## src/rtl/key_sched_pkg.sv

```systemverilog
// Shared types and helpers for the sequential round-key scheduler.
// Provides the FSM state type, mode encodings and the round-to-word mapping.
package key_sched_pkg;

    typedef enum logic [0:0] {
        IDLE = 1'b0,
        RUN  = 1'b1
    } state_e;

    localparam logic MODE_ENC = 1'b0;
    localparam logic MODE_DEC = 1'b1;

    // Key word feeding round r: (nw - (r mod nw)) mod nw.
    // nw is a power of two, so this reduces to a negate-and-mask.
    function automatic int unsigned word_index(
        input int unsigned r,
        input int unsigned nw
    );
        return (nw - (r % nw)) % nw;
    endfunction

endpackage

```

## src/rtl/key_word_sel.sv

```systemverilog
// Combinational subkey generator: picks the key word for a round and XORs in the round index.
// Ports: key (NUM_WORDS*WORD_W master key), round (RND_W index) -> subkey (WORD_W).
module key_word_sel
    import key_sched_pkg::*;
#(
    parameter int WORD_W    = 9,
    parameter int NUM_WORDS = 16,
    parameter int RND_W     = 7
) (
    input  logic [NUM_WORDS*WORD_W-1:0] key,
    input  logic [RND_W-1:0]            round,
    output logic [WORD_W-1:0]           subkey
);

    localparam int IDX_W = (NUM_WORDS > 1) ? $clog2(NUM_WORDS) : 1;

    logic [WORD_W-1:0] words [NUM_WORDS];
    logic [IDX_W-1:0]  idx;

    for (genvar k = 0; k < NUM_WORDS; k++) begin : g_unpack
        assign words[k] = key[k*WORD_W +: WORD_W];
    end

    assign idx    = IDX_W'(word_index(32'(round), NUM_WORDS));
    assign subkey = words[idx] ^ WORD_W'(round);

endmodule

```

## src/rtl/key_sched_seq.sv

```systemverilog
// Sequential round-key scheduler: stores a master key and streams one subkey per round
// over a valid/ready interface, ascending (encrypt) or descending (decrypt).
// Ports: clk, rst (sync, active-high); key_in/mode/key_valid/key_ready load side;
//   abort cancels a schedule; rk_data/rk_round/rk_last/rk_valid/rk_ready stream side.
// Option: define KEY_SCHED_WINDOW_EN to add rk_prev/rk_next (subkeys of round-1 and round+1).
module key_sched_seq
    import key_sched_pkg::*;
#(
    parameter int WORD_W     = 9,
    parameter int NUM_WORDS  = 16,
    parameter int NUM_ROUNDS = 16,
    parameter int RND_W      = 7
) (
    input  logic                        clk,
    input  logic                        rst,
    input  logic [NUM_WORDS*WORD_W-1:0] key_in,
    input  logic                        mode,
    input  logic                        key_valid,
    output logic                        key_ready,
    input  logic                        abort,
    output logic [WORD_W-1:0]           rk_data,
    output logic [RND_W-1:0]            rk_round,
    output logic                        rk_last,
    output logic                        rk_valid,
    input  logic                        rk_ready
`ifdef KEY_SCHED_WINDOW_EN
    ,
    output logic [WORD_W-1:0]           rk_prev,
    output logic [WORD_W-1:0]           rk_next
`endif
);

    localparam int KEY_W = NUM_WORDS * WORD_W;

    localparam logic [RND_W-1:0] RND_ONE = RND_W'(1);
    localparam logic [RND_W-1:0] RND_MAX = RND_W'(NUM_ROUNDS);

    state_e             state_q, state_d;
    logic [KEY_W-1:0]   key_q, key_d;
    logic               mode_q, mode_d;
    logic [RND_W-1:0]   round_q, round_d;
    logic               valid_q, valid_d;
    logic               last_q, last_d;
    logic [WORD_W-1:0]  data_q, data_d;
    logic [RND_W-1:0]   round_step;
    logic [RND_W-1:0]   round_end;

    // Round after the current one, in the direction of the stored mode.
    assign round_step = (mode_q == MODE_DEC) ? round_q - RND_ONE
                                             : round_q + RND_ONE;
    assign round_end  = (mode_q == MODE_DEC) ? RND_ONE : RND_MAX;

    always_comb begin
        state_d = state_q;
        key_d   = key_q;
        mode_d  = mode_q;
        round_d = round_q;
        valid_d = valid_q;
        last_d  = last_q;
        unique case (state_q)
            IDLE: begin
                if (key_valid) begin
                    state_d = RUN;
                    key_d   = key_in;
                    mode_d  = mode;
                    round_d = (mode == MODE_DEC) ? RND_MAX : RND_ONE;
                    valid_d = 1'b1;
                    last_d  = (NUM_ROUNDS == 1);
                end
            end
            RUN: begin
                // Abort wins over a beat accepted on the same edge.
                if (abort) begin
                    state_d = IDLE;
                    valid_d = 1'b0;
                    last_d  = 1'b0;
                end else if (valid_q && rk_ready) begin
                    if (last_q) begin
                        state_d = IDLE;
                        valid_d = 1'b0;
                        last_d  = 1'b0;
                    end else begin
                        round_d = round_step;
                        last_d  = (round_step == round_end);
                    end
                end
            end
            default: begin
                state_d = IDLE;
                valid_d = 1'b0;
                last_d  = 1'b0;
            end
        endcase
    end

    // Subkeys are computed from next-state key/round so the registered
    // outputs line up with the presented round; while stalled the
    // inputs are unchanged, which keeps the outputs stable.
    key_word_sel #(
        .WORD_W    (WORD_W),
        .NUM_WORDS (NUM_WORDS),
        .RND_W     (RND_W)
    ) u_sel_cur (
        .key    (key_d),
        .round  (round_d),
        .subkey (data_d)
    );

`ifdef KEY_SCHED_WINDOW_EN
    logic [WORD_W-1:0] prev_q, prev_d;
    logic [WORD_W-1:0] next_q, next_d;
    logic [RND_W-1:0]  round_dn;
    logic [RND_W-1:0]  round_up;

    // Neighbour rounds wrap modulo 2**RND_W.
    assign round_dn = round_d - RND_ONE;
    assign round_up = round_d + RND_ONE;

    key_word_sel #(
        .WORD_W    (WORD_W),
        .NUM_WORDS (NUM_WORDS),
        .RND_W     (RND_W)
    ) u_sel_prev (
        .key    (key_d),
        .round  (round_dn),
        .subkey (prev_d)
    );

    key_word_sel #(
        .WORD_W    (WORD_W),
        .NUM_WORDS (NUM_WORDS),
        .RND_W     (RND_W)
    ) u_sel_next (
        .key    (key_d),
        .round  (round_up),
        .subkey (next_d)
    );

    always_ff @(posedge clk) begin
        if (rst) begin
            prev_q <= '0;
            next_q <= '0;
        end else begin
            prev_q <= prev_d;
            next_q <= next_d;
        end
    end

    assign rk_prev = prev_q;
    assign rk_next = next_q;
`endif

    always_ff @(posedge clk) begin
        if (rst) begin
            state_q <= IDLE;
            key_q   <= '0;
            mode_q  <= MODE_ENC;
            round_q <= '0;
            valid_q <= 1'b0;
            last_q  <= 1'b0;
            data_q  <= '0;
        end else begin
            state_q <= state_d;
            key_q   <= key_d;
            mode_q  <= mode_d;
            round_q <= round_d;
            valid_q <= valid_d;
            last_q  <= last_d;
            data_q  <= data_d;
        end
    end

    assign key_ready = (state_q == IDLE);
    assign rk_valid  = valid_q;
    assign rk_round  = round_q;
    assign rk_last   = last_q;
    assign rk_data   = data_q;

endmodule

```

## config.mk

```make
export PLATFORM = sky130hd
export DESIGN_NAME = key_sched_seq
export DESIGN_NICKNAME = d
export VERILOG_FILES = /design/src/rtl/key_sched_pkg.sv /design/src/rtl/key_word_sel.sv /design/src/rtl/key_sched_seq.sv
export SDC_FILE = /design/constraint.sdc
export NUM_CORES = 1
export LEC_CHECK = 0
export CORE_UTILIZATION = 53
export CTS_BUF_LIST = sky130_fd_sc_hd__clkbuf_16
export CTS_CLUSTER_DIAMETER = 200
export DETAILED_ROUTE_END_ITERATION = 10
export MAX_ROUTING_LAYER = met4
export PLACE_DENSITY = 0.78
export SLEW_MARGIN = 0
export SYNTH_ARGS = -nofsm -noshare
export SYNTH_HDL_FRONTEND = slang
export SYNTH_SLANG_ARGS = --single-unit
export TNS_END_PERCENT = 30
```

## constraint.sdc

```tcl
create_clock -name clk -period 4.5 [get_ports clk]
set_clock_uncertainty 0.15 [all_clocks]
set_input_delay 1.125 -clock clk [delete_from_list [all_inputs] [get_ports clk]]
set_output_delay 1.125 -clock clk [all_outputs]
set_load 0.1 [all_outputs]
```

# Word level (Yosys, flattened, before mapping)
# Index checks and enable logic that the tools add are counted.
# Widths: inputs -> output; s select.
[totals]
regBits = 164
latch_bits = 0
ram_bits = 0
rom_bits = 0
inputBits = 150
out_inout_bits = 19
wordCells = 50
mem_count = 0
[op_classes]
n_addsub = 3
n_mul = 0
div_mod_pow = 0
n_lt_le_gt_ge = 1
eq_ne = 4
shifts = 0
muxes = 28
n_bitwise = 3
reduce_logical = 4
[ops]
columns = ["op", "count"]
rows = [
  ["$mux 144", 2],
  ["$bmux 9 s4", 1],
  ["$mux 7", 5],
  ["$mux 9", 2],
  ["$pmux 7 s2", 1],
  ["$mux 1", 12],
  ["$mux 5", 2],
  ["$xor 9x7->9", 1],
  ["$add 7x1->7 const B", 1],
  ["$eq 7x5->1", 1],
  ["$sub 7x1->7 const B", 1],
  ["$ne 3x2->1 const B", 2],
  ["$pmux 1 s2", 3],
  ["$ge 5x5->1 const B", 1],
  ["$not 4->5", 1],
  ["$reduce_and 2->1", 2],
  ["$sub 1x4->4 const A", 1],
  ["$reduce_and 3->1", 1],
  ["$ne 2x2->1 const B", 1],
  ["$logic_and 1x1->1", 1],
  ["$not 1->1", 1],
]

# Depth between registers and ports, before layout
# Gate-level depths: netlist of the first run.
[depth]
depth_word = 12
depth_mapped = 12
mapped_depth_nobuf = 9

# Cells and area by module
# A second synthesis of the first run with hierarchy kept.
[unflattened]
cells_unflattened = 1044
area_unflattened_um2 = 8169.1
[modules_own_cells]
columns = ["module", "instances", "cells_per_inst", "area_each_um2", "seq_area_each_um2"]
rows = [
  ["key_sched_seq", 1, 889, 6517.5, 3283.1],
  ["key_word_sel", 1, 155, 1651.6, 0.0],
]

# Least setup slack after synthesis of the first run
# Ideal clock, no wire load.
[synth_path]
path_kind = "register to register"
from = "reg round_q[1], in the netlist rk_round[1]"
to = "reg data_q[2], in the netlist rk_data[2]"
setup_ns = 0.062
t_arrival_ns = 3.631
required_time_ns = 4.288
slack_ns = 0.657
stages_incl_launch_ff = 9
path_buffers = 0
period_less_slack_ns = 3.843
cell_sequence = "dfxtp_1 > fa_1 > and3_1 > a211oi_4 > o211ai_2 > nand2_4 > mux4_2 > or4_1 > nand3_1"
[synth_between]
elab_chain_len = 12
word_cells_on_any_way = 14
cone_classes = "3 x add/sub; 9 x mux; 2 x bitwise"
[synth_rtl]
columns = ["element", "line_no", "source"]
rows = [
  ["start: declaration", "key_sched_seq.sv:41", "logic [RND_W-1:0] round_q, round_d;"],
  ["start signal: assignment", "key_sched_seq.sv:166", "round_q <= round_d;"],
  ["$add 7x1->7 / $sub 7x1->7 (equally long branches)", "key_sched_seq.sv:50, key_sched_seq.sv:49", ""],
  ["$mux 7", "key_sched_seq.sv:49", "assign round_step = (mode_q == MODE_DEC) ? round_q - RND_ONE"],
  ["$mux 7", "key_sched_seq.sv:78", "if (last_q) begin"],
  ["$mux 7", "key_sched_seq.sv:77", "end else if (valid_q && rk_ready) begin"],
  ["$mux 7", "key_sched_seq.sv:73", "if (abort) begin"],
  ["$pmux 7 s2 (*)", "key_sched_seq.sv:60", "unique case (state_q)"],
  ["$sub 1x4->4", "key_sched_pkg.sv:19", "return (nw - (r % nw)) % nw;"],
  ["$not 4->5 (implied by the code)", "key_word_sel.sv:25", "assign subkey = words[idx] ^ WORD_W'(round);"],
  ["$bmux 9 s4", "key_word_sel.sv:25", ""],
  ["$mux 9 (implied by the code) (2 in a row)", "key_word_sel.sv:25", ""],
  ["$xor 9x7->9 (*)", "key_word_sel.sv:25", ""],
  ["end signal: assignment", "key_sched_seq.sv:169", "data_q <= data_d;"],
  ["end: declaration", "key_sched_seq.sv:44", "logic [WORD_W-1:0] data_q, data_d;"],
]
# Mark *: on every way between the ends. The rest lies on a longest branch, timed or not. The select of a mux whose other input is x is not followed.
# A chain may end at the register's enable or synchronous reset.

# Worst setup path in the final report of the first run
[layout_path]
from = "in abort"
to = "reg data_q[6], in the netlist rk_data[6]"
[layout_between]
elab_chain_len = 8
[layout_rtl]
columns = ["element", "line_no", "source"]
rows = [
  ["start: declaration", "key_sched_seq.sv:20", "input logic abort,"],
  ["$mux 7 (*)", "key_sched_seq.sv:73", ""],
  ["$pmux 7 s2 (*)", "key_sched_seq.sv:60", ""],
  ["$sub 1x4->4", "key_sched_pkg.sv:19", ""],
  ["$not 4->5 (implied by the code)", "key_word_sel.sv:25", ""],
  ["$bmux 9 s4", "key_word_sel.sv:25", ""],
  ["$mux 9 (implied by the code) (2 in a row)", "key_word_sel.sv:25", ""],
  ["$xor 9x7->9 (*)", "key_word_sel.sv:25", ""],
]
# Marked as above.

==> results.cfg, run 1 <==
[sta]
setup_viol = 0
maxSlewViolCount = 0
slew_headroom = 0.339
finalHoldViolCount = 0
setup_tns_ns = 0
max_freq_ghz = 0.239
tightest_slew_ns = 0.989
rsz0062_at_grt = false
period_minus_slack_ns = 4.19
fin_crit_sh = 0.932

[yosys]
syn-instance-count = 1084
async_flop_share = 0
synth_top_area_share = 0.379
synth_common_cells = nand2_1, dfxtp_1, a21oi_1
syn_area_per_cell_sq_um = 7.98
synth_top_area_cell = dfxtp_1
yosysSeqAreaShare = 0.379
yosysWarnings = 0
synth_flop_cell = dfxtp_1
yosys-top-cells-area = dfxtp_1, nand2_1, a21oi_1, mux2i_1, mux4_2
synth_area_sq_um = 8650
post-synth-top-count-cell = nand2_1
ys_types = 72
ys_ff_latch = 164
syn_nets = 1240
synth-edff-count = 0

[worst_setup_path]
r2r-end = rk_data[6]
cp-end-kind = register
crit_end = rk_data[6]
path_max_fanout = 19
crit_start = abort
path_delay_family = simple AND/OR/NAND/NOR gates
reg2regPathDepth = 9
rrSetupSlack_ns = 0.98
crit_cells = 10
worstSetupPathType = in2reg
worst_path_largest_cell_delay_ns = 0.50
crit_arrival_ns = 4.42
cp.required_ns = 4.73
path_buf_inv = 2
startpoint_type = input port
crit_chain = clkdlybuf4s50_1, and4bb_1, mux2_2, nor2_4, buf_12, o32ai_1, o21ai_0, mux2i_1, or4b_1, nand3_1
slowest_stage = mux2_2
r2r_start = rk_round[0]

[place]
portBuffers = 168
routabilityCongestion = 0.964
place_inst = 1433
hpwl_um = 20400

[drt]
vias = 8751
vias_per_cell = 5.97
dr.pass1.iters = 7
drc = 0
drtIter0Drc = 851
routed_wl_um = 28100
antenna_left = 0
wl_per_cell_um = 19.2

[floorplan]
initial_core_util = 0.545
die-area_sq_um = 16800
rows = 46
core_sq_um = 15900
die_h_um = 130
io_pins = 169
die_x_um = 130

[layout]
area_delta_synth_final_pct = 31.0
instances_no_fill = 1465
drive_gt1_frac = 0.114
diodes = 0
nets = 1392

[grt]
grt_max_degree = 103
grt_pass1_wl_um = 43500
grt.overflow.total = 0
grt_pass1_vias = 8161
track_usage = 0.354
antenna_found_initial = 0

[run_status]
outcome = complete, no violations

[power_and_ir_drop]
power_density_nw_per_um2 = 364
vdd_drop_max_mv = 0.275
p_leak_nw = 4.29

[clock_tree]
clkLatencyLatePin_ns = 0.44
cts.clk_slew.worst_paths_ns = 0.07
cts_sinks = 164
numCtsBuffers = 17
cts_buffer_depth = 2
cts_tree = built
cts_root_buf = clkbuf_16
ctsHtreeMaxLevel = 4
ctsHoldBuffers = 0
postCtsResizedCells = 0
cts_setup_buffers = 0

[run]
cap_violations = 0

[min_path]
hold_class = reg2reg
## per-layer routing
| layer | part of all wire | routed length (um) | GRT usage | vias to the layer above |
|---|---|---|---|---|
| li1 | - | - | - | 4164 |
| met1 | 0.41 | 11600 | 0.461 | 4123 |
| met2 | 0.46 | 13000 | 0.527 | 395 |
| met3 | 0.084 | 2350 | 0.0742 | 69 |
| met4 | 0.039 | 1090 | 0.162 | 0 |
| met5 | 0 | 0 | - | - |
## worst min-delay path, cell delays in order, from the launching register on
cell and delay, ns:
dfxtp_1 0.31, nand2_1 0.05, a21oi_1 0.05
## flip-flops by register name, summed over array words and instances, names as in the netlist
name      cells
rk_round      7
rk_valid      1
rk_last       1
rk_data       9
state_q       1
mode_q        1
key_q       144
## cells in the final DEF, fill, tap and decap left out, types with 10 or more instances in the layout
cell and n:
nor3_1 16, a31oi_1 22, dfxtp_1 164, mux2i_1 47, nand2_1 273, clkbuf_16 17
buf_12 10, o21ai_0 29, clkdlybuf4s50_1 166, mux2_2 16, buf_4 45, mux4_2 16
a21oi_1 139, o32ai_1 13, a211oi_1 16, nand3_1 14, nor2_1 85
## how the worst min path moves through the flow
stage,from,end,slack (ns),cells after the start
finish,key_q[77],key_q[77],0.30,2
global route,key_q[28],key_q[28],0.32,2
CTS,key_q[26],key_q[26],0.30,2
detailed placement,key_q[26],key_q[26],0.30,2
global placement,key_q[98],key_q[98],0.29,2
floorplan,key_q[128],key_q[128],0.28,2
## logic make-up after synthesis
group	synth area share
xor+xnor	0.00911
simple gates	0.214
mux	0.118
compound gates	0.221
buf+inv	0.0477
flops	0.379
fa+ha+maj	0.00954
## metrics by stage
step	power [mW]	utilization	hold slack, ns	setup slack (ns)	area (sq um)
floorplan	2.24	-	0.279	0.657	8650
global placement	2.64	0.676	0.289	0.0812	10700
detailed placement	2.66	0.676	0.295	0.0175	10700
CTS	4.12	0.714	0.305	0.439	11300
global route	4.27	0.714	0.321	0.171	11300
finish	4.12	0.714	0.302	0.308	11300
## power by group
group / internal [mW] / total [mW] / switching (mW)
Clock: 0.830 / 1.48 / 0.650
Combinational: 0.434 / 1.03 / 0.601
Sequential: 1.55 / 1.61 / 0.0609
## cell type report
class / count / area, sq um
clock buffer: 17 / 425
clock inverter: 15 / 166
fill: 1344 / 4550
inverter: 4 / 15.0
multi-input combinational: 828 / 4980
sequential: 164 / 3280
tap: 216 / 270
timing repair buffer: 221 / 2200
Power figures use the tool's default switching activity.
==> run 2: changes to the inputs <==
--- a/config.mk
+++ b/config.mk
@@ -11,6 +11,7 @@
 export DETAILED_ROUTE_END_ITERATION = 10
 export MAX_ROUTING_LAYER = met4
 export PLACE_DENSITY = 0.78
+export SETUP_SLACK_MARGIN = 0.3
 export SLEW_MARGIN = 0
 export SYNTH_ARGS = -nofsm -noshare
 export SYNTH_HDL_FRONTEND = slang
==> run 2 against run 1 <==
Via count is essentially flat. Die area did not move. Flip-flop and latch count unchanged. Final area unchanged. Largest power group unchanged. Non-clock buffer count did not move. Hold slack barely moved. Combinational power hardly changed. First-iteration DRC count rose by 0.24%. Core utilization is the same.
==> results.cfg, run 2 (synthesis results as in run 1) <==
[layout]
regArea_sq_um = 3280
final_common_cell = nand2_1
largest_reg_flops = 144
final_cell_mix = nand2_1, clkdlybuf4s50_1, dfxtp_1
drive_gt1_frac = 0.114
multi_input_area_sq_um = 4980
nets = 1392
diodes = 0
largest-register = key_q
area_delta_synth_final_pct = 31.0
fin_area_sq_um = 11300
fill_cells = 1344

[drt]
antenna_left = 0
drc = 0
vias_per_cell = 5.98
wl_per_cell_um = 19.1
vias = 8757
routed_wl_um = 28100
drtIter0Drc = 853
dr.pass1.iters = 8

[grt]
grt_pass1_vias = 8161
antenna_found_initial = 0
grt_pass1_wl_um = 43500
track_usage = 0.354
grt.overflow.total = 0
grt_max_degree = 103

[worst_setup_path]
worstSetupPathType = in2reg
cp.required_ns = 4.73
crit_arrival_ns = 4.26
cp-end-kind = register
r2r_start = rk_round[0]
path_max_fanout = 19
rrSetupSlack_ns = 0.99
r2r-end = rk_data[2]
startpoint_type = input port
reg2regPathDepth = 8

[sta]
rsz0062_at_grt = false
slew_headroom = 0.339
whs_ns = 0.302
max_freq_ghz = 0.248
fin_crit_sh = 0.895
tightest_slew_ns = 0.989
layout_setup_ws_ns = 0.471
period_minus_slack_ns = 4.03
setup_tns_ns = 0
finalHoldViolCount = 0
maxSlewViolCount = 0
setup_viol = 0

[clock_tree]
cts_buffer_depth = 2
cts_setup_buffers = 0
cts.clk_slew.worst_paths_ns = 0.07
clkLatencyLatePin_ns = 0.44
postCtsResizedCells = 0
cts_sinks = 164
ctsHtreeMaxLevel = 4
cts_root_buf = clkbuf_16
ctsHoldBuffers = 0
numCtsBuffers = 17
cts_tree = built

[floorplan]
rows = 46
die_h_um = 130
die_x_um = 130
core_sq_um = 15900
initial_core_util = 0.545
io_pins = 169
die-area_sq_um = 16800

[power_and_ir_drop]
p_leak_nw = 4.29
vdd_drop_max_mv = 0.275
power_density_nw_per_um2 = 364

[min_path]
hold_class = reg2reg
min_to = key_q[77]
min_path_cells = 2
hp-start = key_q[77]

[place]
placed_area_sq_um = 10700
place_ws_ns = 0.0175
portBuffers = 168
hpwl_um = 20400
routabilityCongestion = 0.964

[run]
cap_violations = 0

[run_status]
outcome = complete, no violations
[run 2: cell counts in the layout (fill, tap and decap cells not counted)]
Identical to the previous run, type by type.
[run 2: cell type report]
cell class | count | area share
Multi-Input combinational cell | 828 | 0.439
Sequential cell | 164 | 0.290
Timing Repair Buffer | 221 | 0.194
Clock buffer | 17 | 0.0375
Tap cell | 216 | 0.0238
Clock inverter | 15 | 0.0147
Inverter | 4 | 0.00132
[run 2: per-stage QoR]
| stage | utilization | std cells | total power [mW] |
|---|---|---|---|
| after floorplan | - | 1084 | 2.24 |
| after global placement | 0.676 | 1433 | 2.64 |
| after detailed placement | 0.676 | 1433 | 2.66 |
| after CTS | 0.714 | 1465 | 4.12 |
| after global routing | 0.714 | 1465 | 4.27 |
| final | 0.714 | 1465 | 4.12 |
[run 2: worst max-delay path, stage by stage]
cell	delay (ns)
clkdlybuf4s50_1	0.46
and4bb_1	0.42
mux2_2	0.50
nor2_4	0.37
buf_12	0.21
o32ai_1	0.09
o21ai_1	0.32
mux2i_1	0.17
or4b_1	0.49
nand3_1	0.09
[run 2: how the worst max path moves through the flow]
stage                     start    endpoint  slack [ns]  cells after the start
floorplan           rk_round[1]  rk_data[2]        0.66                      8
global placement          abort  rk_data[6]        0.08                     10
detailed placement        abort  rk_data[6]        0.02                     10
CTS                       abort  rk_data[6]        0.44                     10
global route              abort  rk_data[6]        0.35                     10
finish                    abort  rk_data[6]        0.47                     10
[run 2: per-layer routing]
layer	share of wire	wire, um	GRT usage
met2	0.46	13000	0.527
met5	0	0	-
met3	0.083	2330	0.0742
met4	0.037	1040	0.162
met1	0.42	11700	0.461
[run 2: power by group]
group          total, mW  switching (mW)  leakage, nW  internal (mW)
Clock               1.48           0.649        0.289          0.830
Sequential          1.61          0.0608         1.35           1.55
Combinational       1.03           0.601         2.66          0.434
==> run 3: changes to the inputs <==
--- a/config.mk
+++ b/config.mk
@@ -5,12 +5,12 @@
 export SDC_FILE = /design/constraint.sdc
 export NUM_CORES = 1
 export LEC_CHECK = 0
-export CORE_UTILIZATION = 53
+export CORE_UTILIZATION = 47
 export CTS_BUF_LIST = sky130_fd_sc_hd__clkbuf_16
 export CTS_CLUSTER_DIAMETER = 200
 export DETAILED_ROUTE_END_ITERATION = 10
 export MAX_ROUTING_LAYER = met4
-export PLACE_DENSITY = 0.78
+export PLACE_DENSITY = 0.72
 export SETUP_SLACK_MARGIN = 0.3
 export SLEW_MARGIN = 0
 export SYNTH_ARGS = -nofsm -noshare
==> constraint.sdc (replaced) <==
create_clock -name clk -period 3.4 [get_ports clk]
set_clock_uncertainty 0.15 [all_clocks]
set_input_delay 0.85 -clock clk [delete_from_list [all_inputs] [get_ports clk]]
set_output_delay 0.85 -clock clk [all_outputs]
set_load 0.1 [all_outputs]
==> run 3 against run 2 <==
Combinational power grew 55%. Setup slack got worse by 0.11 ns. Largest cell class unchanged. Core utilization is 1.6 points lower.
==> results.cfg, run 3 (synthesis results as in run 1) <==
[sta]
finalHoldViolCount = 0
layout_setup_ws_ns = 0.362
slew_headroom = 0.492
fin_crit_sh = 0.893
period_minus_slack_ns = 3.04
tightest_slew_ns = 0.762
max_freq_ghz = 0.329
maxSlewViolCount = 0
setup_viol = 0
rsz0062_at_grt = true

[drt]
dr.pass1.iters = 5
drc = 0
vias_per_cell = 5.73
drtIter0Drc = 816
wl_per_cell_um = 18.6
routed_wl_um = 29800
antenna_left = 0
vias = 9187

[floorplan]
die_h_um = 138
io_pins = 169
die_x_um = 138
die-area_sq_um = 19000
rows = 49
core_sq_um = 18000
initial_core_util = 0.480

[grt]
grt.overflow.total = 0
grt_max_degree = 70
grt_pass1_vias = 8572
track_usage = 0.327
antenna_found_initial = 0
grt_pass1_wl_um = 45400

[place]
routabilityCongestion = 0.900
placed_area_sq_um = 11600
hpwl_um = 22200
portBuffers = 168
place_ws_ns = -0.556

[clock_tree]
clkLatencyLatePin_ns = 0.43
numCtsBuffers = 17
ctsHtreeMaxLevel = 4
cts.clk_slew.worst_paths_ns = 0.07
cts_tree = built
cts_sinks = 164
cts_buffer_depth = 2
ctsHoldBuffers = 0
cts_root_buf = clkbuf_16

[layout]
fin_area_sq_um = 12600
largest-register = key_q
area_delta_synth_final_pct = 45.3
diodes = 0
largest_reg_flops = 144
drive_gt1_frac = 0.238
nets = 1517
final_cell_mix = nand2_1, buf_4, dfxtp_1
final_common_cell = nand2_1

[worst_setup_path]
startpoint_type = input port
r2r-end = rk_data[2]
cp.required_ns = 3.57
crit_arrival_ns = 3.21
worstSetupPathType = in2reg
reg2regPathDepth = 10
cp-end-kind = register
r2r_start = rk_round[1]
rrSetupSlack_ns = 0.39
path_max_fanout = 4

[min_path]
hold_class = reg2reg
hp-start = key_q[128]
min_path_cells = 2
min_to = key_q[128]

[power_and_ir_drop]
finalPower_mw = 5.76
power_density_nw_per_um2 = 458
vdd_drop_max_mv = 0.364
p_leak_nw = 4.99

[run]
cap_violations = 0

[run_status]
outcome = complete, no violations
## run 3: changes by cell type in the layout (fill, tap and decap cells not counted), sizes merged
cell,before,now
dlygate4sd2,0,1
bufinv,2,3
clkbuf,17,18
clkdlybuf4s50,166,144
buf,55,199
clkdlybuf4s15,0,1
clkinv,6,4
inv,10,11
## run 3: worst max-delay path by stage
| stage | startpoint | endpoint | cells past startpoint |
|---|---|---|---|
| 3_5_place_dp | abort | rk_data[3] | 12 |
| 2_1_floorplan | key_valid | rk_data[2] | 9 |
| 6_report | abort | rk_data[5] | 13 |
| 3_3_place_gp | abort | rk_data[3] | 12 |
| 4_1_cts | mode_q | rk_data[6] | 11 |
| 5_1_grt | abort | rk_data[2] | 11 |
## run 3: cell type report
class                   instances  area (sq um)
clock buffers                  17           425
clock inverters                15           190
fillers                      1474          5450
inverters                       4          15.0
multi-input cells             828          5230
flip-flops and latches        164          3300
well taps                     229           287
repair buffers                346          3130
## run 3: what timing repair did
action	4_1_cts	5_1_grt
setup endpoints to repair	9	7
gates cloned	0	0
buffers inserted	12	3
resized for setup	30	38
pin swaps	18	13
## run 3: routing by layer
| metal | vias up | wire length (um) | global-route usage |
|---|---|---|---|
| li1 | 4414 | - | - |
| met1 | 4370 | 12800 | 0.420 |
| met2 | 364 | 14600 | 0.538 |
| met3 | 39 | 1940 | 0.0460 |
| met4 | 0 | 484 | 0.0867 |
| met5 | - | 0 | - |
## run 3: where the power goes
group          leakage, nW  switching (mW)  total (mW)  internal, mW
combinational         3.34           0.865        1.60         0.733
clock                0.301           0.863        2.04          1.18
sequential            1.35          0.0762        2.12          2.05
## run 3: per-stage QoR
stage / util / instances / hold WS (ns) / TNS [ns]
after CTS: 0.688 / 1600 / 0.302 / 0
after detailed placement: 0.641 / 1556 / 0.295 / -4.15
after global placement: 0.641 / 1556 / 0.286 / -3.89
final: 0.697 / 1603 / 0.302 / 0
after global routing: 0.697 / 1603 / 0.315 / 0
after floorplan: - / 1084 / 0.279 / -0.141
## run 3: critical path, cell delays in order
cell and delay, ns:
buf_2 0.10, and4bb_4 0.33, buf_4 0.13, mux2i_4 0.28, buf_6 0.16, buf_4 0.15
nand4_1 0.16, buf_4 0.21, o2111ai_1 0.07, o2111ai_1 0.25, nand4_1 0.22, a211oi_1 0.09
a31o_1 0.22
